$ cat config.mk
export PLATFORM = sky130hd
export DESIGN_NAME = vga_timing_gen
export DESIGN_NICKNAME = d
export VERILOG_FILES = /design/src/rtl/vga_pkg.sv /design/src/rtl/vga_axis_counter.sv /design/src/rtl/vga_timing_gen.sv
export SDC_FILE = /design/constraint.sdc
export NUM_CORES = 1
export LEC_CHECK = 0
export ABC_AREA = 1
export BUFFER_PORTS_ARGS = -buffer_cell sky130_fd_sc_hd__buf_2
export CORE_UTILIZATION = 36
export DETAILED_ROUTE_END_ITERATION = 6
export PLACE_DENSITY = 0.63
export REMOVE_ABC_BUFFERS = 1
export SLEW_MARGIN = 25
export SYNTH_ARGS = -nofsm -noshare
export SYNTH_HDL_FRONTEND = slang
export SYNTH_SLANG_ARGS = --single-unit
$ cat constraint.sdc
create_clock -name vga_clk -period 3.3 [get_ports vga_clk]
set_input_delay 0.495 -clock vga_clk [delete_from_list [all_inputs] [get_ports vga_clk]]
set_output_delay 0.495 -clock vga_clk [all_outputs]
set_load 0.01 [all_outputs]
$ cat src/rtl/vga_pkg.sv
// Shared raster timing constants (640x480 @ 60 Hz defaults) for the timing generator
// and downstream pixel stages.
package vga_pkg;

  localparam int CNT_W  = 10;
  localparam int COL_W  = 10;
  localparam int ROW_W  = 9;
  localparam int FCNT_W = 8;

  localparam int H_VISIBLE = 640;
  localparam int H_FP      = 16;
  localparam int H_SYNC    = 96;
  localparam int H_BP      = 48;

  localparam int V_VISIBLE = 480;
  localparam int V_FP      = 10;
  localparam int V_SYNC    = 2;
  localparam int V_BP      = 33;

  function automatic int axis_total(int vis, int fp, int sync, int bp);
    return vis + fp + sync + bp;
  endfunction

  localparam int H_TOTAL      = axis_total(H_VISIBLE, H_FP, H_SYNC, H_BP);
  localparam int V_TOTAL      = axis_total(V_VISIBLE, V_FP, V_SYNC, V_BP);
  localparam int H_SYNC_START = H_VISIBLE + H_FP;
  localparam int H_SYNC_END   = H_SYNC_START + H_SYNC;
  localparam int V_SYNC_START = V_VISIBLE + V_FP;
  localparam int V_SYNC_END   = V_SYNC_START + V_SYNC;

endpackage

$ cat src/rtl/vga_axis_counter.sv
// One raster axis: wrapping position counter with visible/sync flags registered from
// the counter next-state so they line up with cnt exactly.
module vga_axis_counter
  import vga_pkg::*;
#(
  parameter int TOTAL      = H_TOTAL,
  parameter int VIS        = H_VISIBLE,
  parameter int SYNC_START = H_SYNC_START,
  parameter int SYNC_END   = H_SYNC_END
) (
  input  logic             vga_clk,
  input  logic             reset,
  input  logic             adv,
  output logic [CNT_W-1:0] cnt,
  output logic             wrap,
  output logic             vis,
  output logic             sync_n
);

  localparam logic [CNT_W-1:0] L_LAST   = CNT_W'(TOTAL - 1);
  localparam logic [CNT_W-1:0] L_VIS    = CNT_W'(VIS);
  localparam logic [CNT_W-1:0] L_SYNC_S = CNT_W'(SYNC_START);
  localparam logic [CNT_W-1:0] L_SYNC_E = CNT_W'(SYNC_END);

  logic [CNT_W-1:0] r_cnt;
  logic [CNT_W-1:0] w_nxt;
  logic             r_vis;
  logic             r_sync_n;
  logic             w_wrap;

  // wrap is combinational: it tells the next axis that this edge rolls over
  assign w_wrap = (r_cnt == L_LAST);

  always_comb begin
    w_nxt = r_cnt;
    if (adv) w_nxt = w_wrap ? '0 : r_cnt + CNT_W'(1);
  end

  always_ff @(posedge vga_clk) begin
    if (reset) begin
      r_cnt    <= L_LAST;
      r_vis    <= 1'b0;
      r_sync_n <= 1'b1;
    end else if (adv) begin
      r_cnt    <= w_nxt;
      r_vis    <= (w_nxt < L_VIS);
      r_sync_n <= !((w_nxt >= L_SYNC_S) && (w_nxt < L_SYNC_E));
    end
  end

  assign cnt    = r_cnt;
  assign wrap   = w_wrap;
  assign vis    = r_vis;
  assign sync_n = r_sync_n;

endmodule

$ cat src/rtl/vga_timing_gen.sv
// Raster timing generator: pixel coordinates, active-low syncs, display enable, frame strobe.
// Optional frame counter built only when VGA_FRAME_COUNT_EN is defined.
module vga_timing_gen #(
  parameter int H_VISIBLE = vga_pkg::H_VISIBLE,
  parameter int H_FP      = vga_pkg::H_FP,
  parameter int H_SYNC    = vga_pkg::H_SYNC,
  parameter int H_BP      = vga_pkg::H_BP,
  parameter int V_VISIBLE = vga_pkg::V_VISIBLE,
  parameter int V_FP      = vga_pkg::V_FP,
  parameter int V_SYNC    = vga_pkg::V_SYNC,
  parameter int V_BP      = vga_pkg::V_BP
) (
  input  logic       vga_clk,
  input  logic       reset,
  input  logic       pix_en,
  output logic [9:0] col,
  output logic [8:0] row,
  output logic       active,
  output logic       h_sync,
  output logic       v_sync,
  output logic       frame_start,
  output logic [7:0] frame_cnt
);

  import vga_pkg::*;

  localparam int L_H_TOTAL = axis_total(H_VISIBLE, H_FP, H_SYNC, H_BP);
  localparam int L_V_TOTAL = axis_total(V_VISIBLE, V_FP, V_SYNC, V_BP);

  logic [CNT_W-1:0] w_h_cnt, w_v_cnt;
  logic             w_h_wrap, w_v_wrap;
  logic             w_h_vis, w_v_vis;
  logic             w_h_sync_n, w_v_sync_n;
  logic             w_v_adv;
  logic             w_frame_edge;
  logic             w_unused_v_msb;
  logic             r_frame_start;

  assign w_v_adv      = pix_en & w_h_wrap;
  assign w_frame_edge = pix_en & w_h_wrap & w_v_wrap;

  vga_axis_counter #(
    .TOTAL      (L_H_TOTAL),
    .VIS        (H_VISIBLE),
    .SYNC_START (H_VISIBLE + H_FP),
    .SYNC_END   (H_VISIBLE + H_FP + H_SYNC)
  ) u_h (
    .vga_clk (vga_clk),
    .reset   (reset),
    .adv     (pix_en),
    .cnt     (w_h_cnt),
    .wrap    (w_h_wrap),
    .vis     (w_h_vis),
    .sync_n  (w_h_sync_n)
  );

  vga_axis_counter #(
    .TOTAL      (L_V_TOTAL),
    .VIS        (V_VISIBLE),
    .SYNC_START (V_VISIBLE + V_FP),
    .SYNC_END   (V_VISIBLE + V_FP + V_SYNC)
  ) u_v (
    .vga_clk (vga_clk),
    .reset   (reset),
    .adv     (w_v_adv),
    .cnt     (w_v_cnt),
    .wrap    (w_v_wrap),
    .vis     (w_v_vis),
    .sync_n  (w_v_sync_n)
  );

  // Edge that lands on (0,0); held across pix_en=0 so it spans one pixel period
  always_ff @(posedge vga_clk) begin
    if (reset)       r_frame_start <= 1'b0;
    else if (pix_en) r_frame_start <= w_h_wrap & w_v_wrap;
  end

  // Row only needs 9 bits once clamped to the visible area
  assign w_unused_v_msb = w_v_cnt[CNT_W-1];

  assign active      = w_h_vis & w_v_vis;
  assign col         = active ? w_h_cnt[COL_W-1:0] : '0;
  assign row         = active ? w_v_cnt[ROW_W-1:0] : '0;
  assign h_sync      = w_h_sync_n;
  assign v_sync      = w_v_sync_n;
  assign frame_start = r_frame_start;

`ifdef VGA_FRAME_COUNT_EN
  logic [FCNT_W-1:0] r_frame_cnt;

  always_ff @(posedge vga_clk) begin
    if (reset)             r_frame_cnt <= '0;
    else if (w_frame_edge) r_frame_cnt <= r_frame_cnt + FCNT_W'(1);
  end

  assign frame_cnt = r_frame_cnt;
`else
  logic w_unused_frame_edge;
  assign w_unused_frame_edge = w_frame_edge;
  assign frame_cnt           = '0;
`endif

endmodule

==> impl_results.md, run 1 <==
* Status: finished clean
* Clock tree sinks at 25
* Buffers inserted by post-CTS timing repair at 0
* Latest clock arrival within the worst-skew pair at 0.27 ns
* Starting density of the core at 0.376
* Launching element type of the critical path: register
* Number of filler cells placed in the layout at just under 500
* Share of synthesized area occupied by flip-flops and latches at 0.303
* Worst Max-Slew Pin Slew at between 0.6 and 0.7 ns
* DRC violation total after the first TritonRoute iteration at roughly 140
* Die Area at around 0.0049 mm^2
* Register bit count reported by yosys at 25
* Largest vdd supply drop at about 0.20 mV
* Final hold viol count at 0
* Leakage power of the design at 0.965 nW
* Die height at around 70 um
* Clock Tree Root: sky130_fd_sc_hd__clkbuf_8
* Final worst path period need at between 1.5 and 2 ns
* Final count of pins violating max slew at 0
* Vias in the first global route at around 1,400
* Number of detailed-route iterations in the first pass at 4
* Final clock period utilization by the worst path at 0.577
* Data required, critical path at about 3.5 ns
* Final Skew at around 0.0055 ns
* Post-synthesis cell count at between 200 and 300
* RSZ-0062 raised after global routing: false
* Fraction of the core area covered by cells at the end of the flow at 0.412
* Final-stage net count at 301
* Clock slew at reported path FFs at ~0.1 ns
* Max Cap Viol at 0
* Sum Neg Setup Slack at 0 ns
* Largest cells by area after synthesis: sky130_fd_sc_hd__dfxtp_1 (30%), sky130_fd_sc_hd__nand2_1 (18%), sky130_fd_sc_hd__nor2_1 (12%)
* Cell seen most often among critical-path stages: sky130_fd_sc_hd__nand2_1
* Number of failing setup endpoints in the final timing report at 0
* Cell area power density at 451 mW/mm^2
* Headroom to the max-slew limit at 0.540
* Routed via count at approximately 1,600
* Cts bufs inserted at 3
* Maximum fanout along the worst path at 14
* Floorplan Core Area at about 0.0044 mm^2
* Ports placed on the boundary at 34
* Worst setup path startpoint: u_h.cnt[0]
* Number of antenna repair diodes at 0
* Class of the tightest hold or removal check: reg2reg
* Ratio of routed vias to standard cells at 4.70
* P&R area growth vs syn at 9.56%
* Placed wire-length estimate at 2.82 mm
* Endpoint arrival time on the critical path at between 2 and 2.5 ns
* Post-synthesis average cell area at just over 6 um^2
* Post-CTS resize count at 0
* Startpoint of the tightest hold check path: u_h.sync_n
* DRT antenna net count at 0
* Max Root-Sink Buffers at 2
* Initial antenna violation count at 0
* Largest net degree at the start of global routing at 21
* Horizontal extent of the die at 69.7 um
* Slowest stage cell on the critical path: sky130_fd_sc_hd__dfxtp_1
* Routability Congestion at about 0.89
* Cell variety after synth at 26
* Cell type with the largest total area after synthesis: sky130_fd_sc_hd__dfxtp_1
* Global router's overall resource usage at 0.155
* Count of synthesis-stage warnings from yosys at 0
* Type of destination of the critical path: register
* H-tree levels at 1
* Worst-path cell chain: ha_1 > nand2_2 > inv_2 > nand2_2 > nor2_4 > nand2_1 > nand3_1 > nand2_1 > nor2_1 > nand3_1 > nand2_1 > nand2_1
* Synth top area share at 0.303
* Fin cells at roughly 350
* Routed len/inst at between 10 and 15 um
* TritonCTS clock tree: yes
* DRC violations left at 0
* Fraction of final layout cells with drive strength greater than 1 at 0.153
* Number of hold buffers added after cts at 0
* WL final at between 3 and 4 mm
* Placed Instances at roughly 340
* First-pass GRT wire length at just over 6 mm
* Count of input and output buffers at 25
* Maximum clock frequency at ~530 MHz
* Longest individual stage delay on the worst path at around 0.39 ns
* Sum of overflow across all layers after global routing at 0
* Reg2reg start: u_h.cnt[0]
* Rows at 24
* Type of the worst setup path: reg2reg
* Netlist area before placement at 0.00165 mm^2
## synthesized netlist by cell type (all sizes together)
cell / number
a21oi: 7
inv: 33
xor2: 1
nand3: 23
ha: 3
nand3b: 1
nor3: 1
o21ai: 12
a31oi: 2
nand2: 83
o211ai: 1
conb: 1
nor2: 59
nand4: 6
dfxtp: 25
clkbuf: 4
buf: 11
## registers in the layout (all words and copies together) (netlist names)
register	flops
u_h.sync_n	1
frame_start	1
u_v.sync_n	1
u_h.vis	1
u_v.vis	1
u_h.cnt	10
u_v.cnt	10
## final cells by class
type	instances	area [um^2]	share of cell area
multi-input cells	207	942	0.521
flip-flops and latches	25	500	0.277
repair buffers	25	125	0.0693
inverters	33	124	0.0686
well taps	52	65.1	0.0360
clock buffers	3	41.3	0.0229
clock inverters	1	8.76	0.00485
## cells in the final DEF (no fill, tap or decap)
cell                        n
sky130_fd_sc_hd__conb_1     8
sky130_fd_sc_hd__inv_1     31
sky130_fd_sc_hd__nor2_4     2
sky130_fd_sc_hd__nand3b_2   1
sky130_fd_sc_hd__nand2_2    3
sky130_fd_sc_hd__nand3_2    2
sky130_fd_sc_hd__clkbuf_8   3
sky130_fd_sc_hd__xor2_1     1
sky130_fd_sc_hd__nor3_1     1
sky130_fd_sc_hd__nor2_2     5
sky130_fd_sc_hd__nand4_1    6
sky130_fd_sc_hd__a31oi_1    2
sky130_fd_sc_hd__a21oi_1    6
sky130_fd_sc_hd__o21ai_1    2
sky130_fd_sc_hd__nor2_1    52
sky130_fd_sc_hd__inv_6      1
sky130_fd_sc_hd__ha_1       3
sky130_fd_sc_hd__buf_2     25
sky130_fd_sc_hd__nand3_1   21
sky130_fd_sc_hd__a21oi_2    1
sky130_fd_sc_hd__inv_2      2
sky130_fd_sc_hd__nand2_1   80
sky130_fd_sc_hd__dfxtp_1   25
sky130_fd_sc_hd__o21ai_0   10
sky130_fd_sc_hd__o211ai_1   1
## worst max-delay path: cells and delay by family, from the launching register on
family / cells / cell delay, ns
AND/OR/NAND/NOR: 10 / 1.13
flip-flops: 1 / 0.39
buffers and inverters: 1 / 0.08
adder cells (fa/ha/maj): 1 / 0.20
## routing by layer
layer / global-route usage / wire (um) / vias to the layer above
li1: - / - / 877
met1: 0.216 / 1820 / 717
met2: 0.245 / 1740 / 29
met3: 0.0262 / 130 / 2
met4: 0.0467 / 14 / 0
met5: 0 / 0 / -
## per-stage QoR
stage / power, mW / cell area, um^2 / hold WS [ns] / setup WS, ns
finish: 0.815 / 1810 / 0.480 / 1.40
floorplan: 0.561 / 1570 / 0.474 / 1.69
CTS: 0.826 / 1810 / 0.482 / 1.36
detailed placement: 0.626 / 1760 / 0.455 / 1.30
global placement: 0.626 / 1760 / 0.447 / 1.38
global route: 0.878 / 1810 / 0.517 / 1.20
## cell families after synthesis
family,count (synthesis),share of synthesized area
AO/OA/AOI/OAI,22,0.0721
XOR/XNOR,1,0.00531
adder cells (fa/ha/maj),3,0.0228
buffers and inverters,48,0.141
flip-flops,25,0.303
other,1,0.00227
AND/OR/NAND/NOR,173,0.453
## path summary, 6_finish.rpt
path | endpoint | slack (ns) | depth (start not counted)
setup / recovery | u_v.sync_n | 1.40 | 12
hold reg to reg | u_h.sync_n | 0.48 | 2
setup reg to reg | u_v.sync_n | 1.40 | 12
hold / removal | u_h.sync_n | 0.48 | 2
## where the power goes
group          switching [mW]  total [mW]  internal [mW]
clock                   0.107       0.196         0.0885
combinational           0.172       0.253         0.0809
sequential             0.0340       0.366          0.332
total                   0.313       0.815          0.502
Power figures use the tool's default switching activity.
==> run 2, diff against run 1 <==
- PLACE_DENSITY: 0.63 -> 0.65
- clock period: 3.3 -> 1.6 ns (I/O delays scaled with it)
==> impl_results.md, run 2 (synthesis results as in run 1) <==
* Setup WS post-layout at 0.0213 ns (-1.38 ns)
* DRC violation total after the first TritonRoute iteration at 106 (-22%)
* Routability Congestion at 0.882 (-0.52%)
* RSZ-0062 raised after global routing: true
* Status: finished clean
* H-tree levels at 1 (unchanged)
* Overall power of the completed layout at 1.93 mW (+140%)
* Cell area power density at 872 mW/mm^2 (+93%)
* Class of the tightest hold or removal check: in2reg
* Depth of the worst register-to-register path at 13 (+1)
* Clock Tree Root: sky130_fd_sc_hd__clkbuf_8
* Reg2reg start: u_h.cnt[0]
* Placement Setup Slack at -0.0405 ns (-1.35 ns)
* Global router's overall resource usage at 0.186 (+0.0313)
* Floorplan Core Area at 0.00438 mm^2 (unchanged)
* Final count of pins violating max slew at 0 (unchanged)
* Launching element type of the critical path: register
* Most common library cell in the layout ignoring fill and taps: sky130_fd_sc_hd__nand2_1
* Final hold viol count at 0 (unchanged)
* Ports placed on the boundary at 34 (unchanged)
* Horizontal extent of the die at 69.7 um (unchanged)
* Switching component of the power at 0.747 mW (+140%)
* Reg-to-Reg End: u_v.sync_n
* DRC violations left at 0 (unchanged)
* DRT antenna net count at 0 (unchanged)
* Ratio of routed vias to standard cells at 4.78 (+1.8%)
* Rows at 24 (unchanged)
* Hold path endpoint: u_h.cnt[5]
* Sequential cell area at 513 um^2 (+2.5%)
* Number of failing setup endpoints in the final timing report at 0 (unchanged)
* Clock share of power at 0.218 (-0.022)
* Fraction of final layout cells with drive strength greater than 1 at 0.343 (+0.190)
* Final clock period utilization by the worst path at 0.987 (+0.410)
* Clock tree sinks at 25 (unchanged)
* Latest clock arrival within the worst-skew pair at 0.28 ns (about the same)
* Sum of overflow across all layers after global routing at 0 (unchanged)
* Type of destination of the critical path: register
* Minimum setup slack among reg-to-reg paths at 0.02 ns (-1.38 ns)
* Starting density of the core at 0.376 (unchanged)
* Clock slew at reported path FFs at 0.10 ns (about the same)
* Count of input and output buffers at 25 (unchanged)
* Final-stage net count at 336 (+12%)
* Data required, critical path at 1.78 ns (-1.69 ns)
* Logic pwr share at 0.389 (+0.079)
* Final worst path period need at 1.58 ns (-0.324 ns)
* First-pass GRT wire length at 7.44 mm (+20%)
* Number of antenna repair diodes at 0 (unchanged)
* Largest net degree at the start of global routing at 17 (-19%)
* Max Cap Viol at 0 (unchanged)
* Max Root-Sink Buffers at 2 (unchanged)
* TritonCTS clock tree: yes
* Highest-count cells in the layout ignoring fill and taps: sky130_fd_sc_hd__nand2_1 (73), sky130_fd_sc_hd__nor2_1 (45), sky130_fd_sc_hd__buf_4 (34)
* WL final at 4.39 mm (+18%)
* Sequential share of power at 0.393 (-0.057)
* Placed wire-length estimate at 3.25 mm (+15%)
* Number of detailed-route iterations in the first pass at 4 (unchanged)
* Initial antenna violation count at 0 (unchanged)
* Final Skew at 0.00725 ns (+0.00175 ns)
* Routed via count at 1,821 (+12%)
* Switching share of total power at 0.388 (+0.00360)
* Type of the worst setup path: reg2reg
* Footprint of the multi-input gates at 0.00105 mm^2 (+12%)
* Die Area at 0.00486 mm^2 (unchanged)
* Number of stages on the worst hold path at 3 (+1)
* Die height at 69.7 um (unchanged)
* Maximum fanout along the worst path at 12 (-2)
* Cts bufs inserted at 3 (unchanged)
* Design internal power at 1.18 mW (+140%)
* Vias in the first global route at 1,709 (+21%)
* Largest vdd supply drop at 0.394 mV (+100%)
* Startpoint of the tightest hold check path: reset
* P&R area growth vs syn at 34.0%
* Leakage power of the design at 1.17 nW (+21%)
* Maximum clock frequency at 633 MHz (+21%)
* Number of hold buffers added after cts at 0 (unchanged)
* Number of filler cells placed in the layout at 462 (-5.5%)
* Tightest hold margin at 0.334 ns (-0.146 ns)
* Endpoint arrival time on the critical path at 1.76 ns (-0.32 ns)
* Routed len/inst at 11.5 um (+7.6%)
run 2: worst max-delay path by stage:
| stage | startpoint | endpoint | slack [ns] | cells after the start |
|---|---|---|---|---|
| 2_1_floorplan | u_h.cnt[0] | u_v.sync_n | -0.007 | 12 |
| 3_3_place_gp | u_h.cnt[1] | u_v.vis | -0.01 | 13 |
| 3_5_place_dp | u_h.cnt[1] | u_v.vis | -0.04 | 13 |
| 4_1_cts | u_v.cnt[0] | u_v.vis | 0.02 | 12 |
| 5_1_grt | u_h.cnt[0] | u_v.sync_n | -0.11 | 13 |
| 6_report | u_h.cnt[0] | u_v.sync_n | 0.02 | 13 |
run 2: area by class of cell:
class	instances	area share
clock inverter	1	0.00396
tap	52	0.0294
timing repair buffer	60	0.181
clock buffer	3	0.0187
multi-input combinational	207	0.477
inverter	33	0.0572
sequential	25	0.232
run 2: critical path, stage by stage (launching register included):
cell,delay [ns]
sky130_fd_sc_hd__dfxtp_2,0.37
sky130_fd_sc_hd__ha_4,0.15
sky130_fd_sc_hd__nand2_4,0.07
sky130_fd_sc_hd__inv_4,0.07
sky130_fd_sc_hd__nand2_4,0.05
sky130_fd_sc_hd__nor2_4,0.11
sky130_fd_sc_hd__buf_12,0.14
sky130_fd_sc_hd__nand3b_2,0.09
sky130_fd_sc_hd__nand2_1,0.08
sky130_fd_sc_hd__nand2_1,0.05
sky130_fd_sc_hd__nor2_1,0.10
sky130_fd_sc_hd__nand3_1,0.08
sky130_fd_sc_hd__nand2_1,0.06
sky130_fd_sc_hd__nand2_1,0.04
run 2: what timing repair did:
| action | CTS | global route |
|---|---|---|
| setup buffers | 0 | 3 |
| endpoints found under the setup margin | 3 | 16 |
| pin swaps | 1 | 6 |
| gates resized for setup | 9 | 34 |
run 2: power groups by stage:
stage / Combinational [mW] / Sequential, mW / Clock (mW)
after floorplan: 0.401 / 0.756 / 0
after global placement: 0.659 / 0.757 / 0
after detailed placement: 0.663 / 0.758 / 0
after CTS: 0.686 / 0.747 / 0.423
after global routing: 0.841 / 0.768 / 0.444
final: 0.750 / 0.758 / 0.420
run 2: per-layer routing:
metal / vias up / track usage / part of all wire
li1: 946 / - / -
met1: 831 / 0.248 / 0.47
met2: 40 / 0.313 / 0.48
met3: 4 / 0.0291 / 0.041
met4: 0 / 0.0511 / 0.0077
met5: - / 0 / 0
run 2: metrics by stage:
step | instances | instance area, um^2 | setup TNS (ns) | util
floorplan | 265 | 1570 | -0.00724 | -
global placement | 375 | 2020 | -0.00996 | 0.460
detailed placement | 375 | 2020 | -0.106 | 0.460
CTS | 379 | 2100 | 0 | 0.479
global route | 381 | 2210 | -0.198 | 0.504
finish | 381 | 2210 | 0 | 0.504
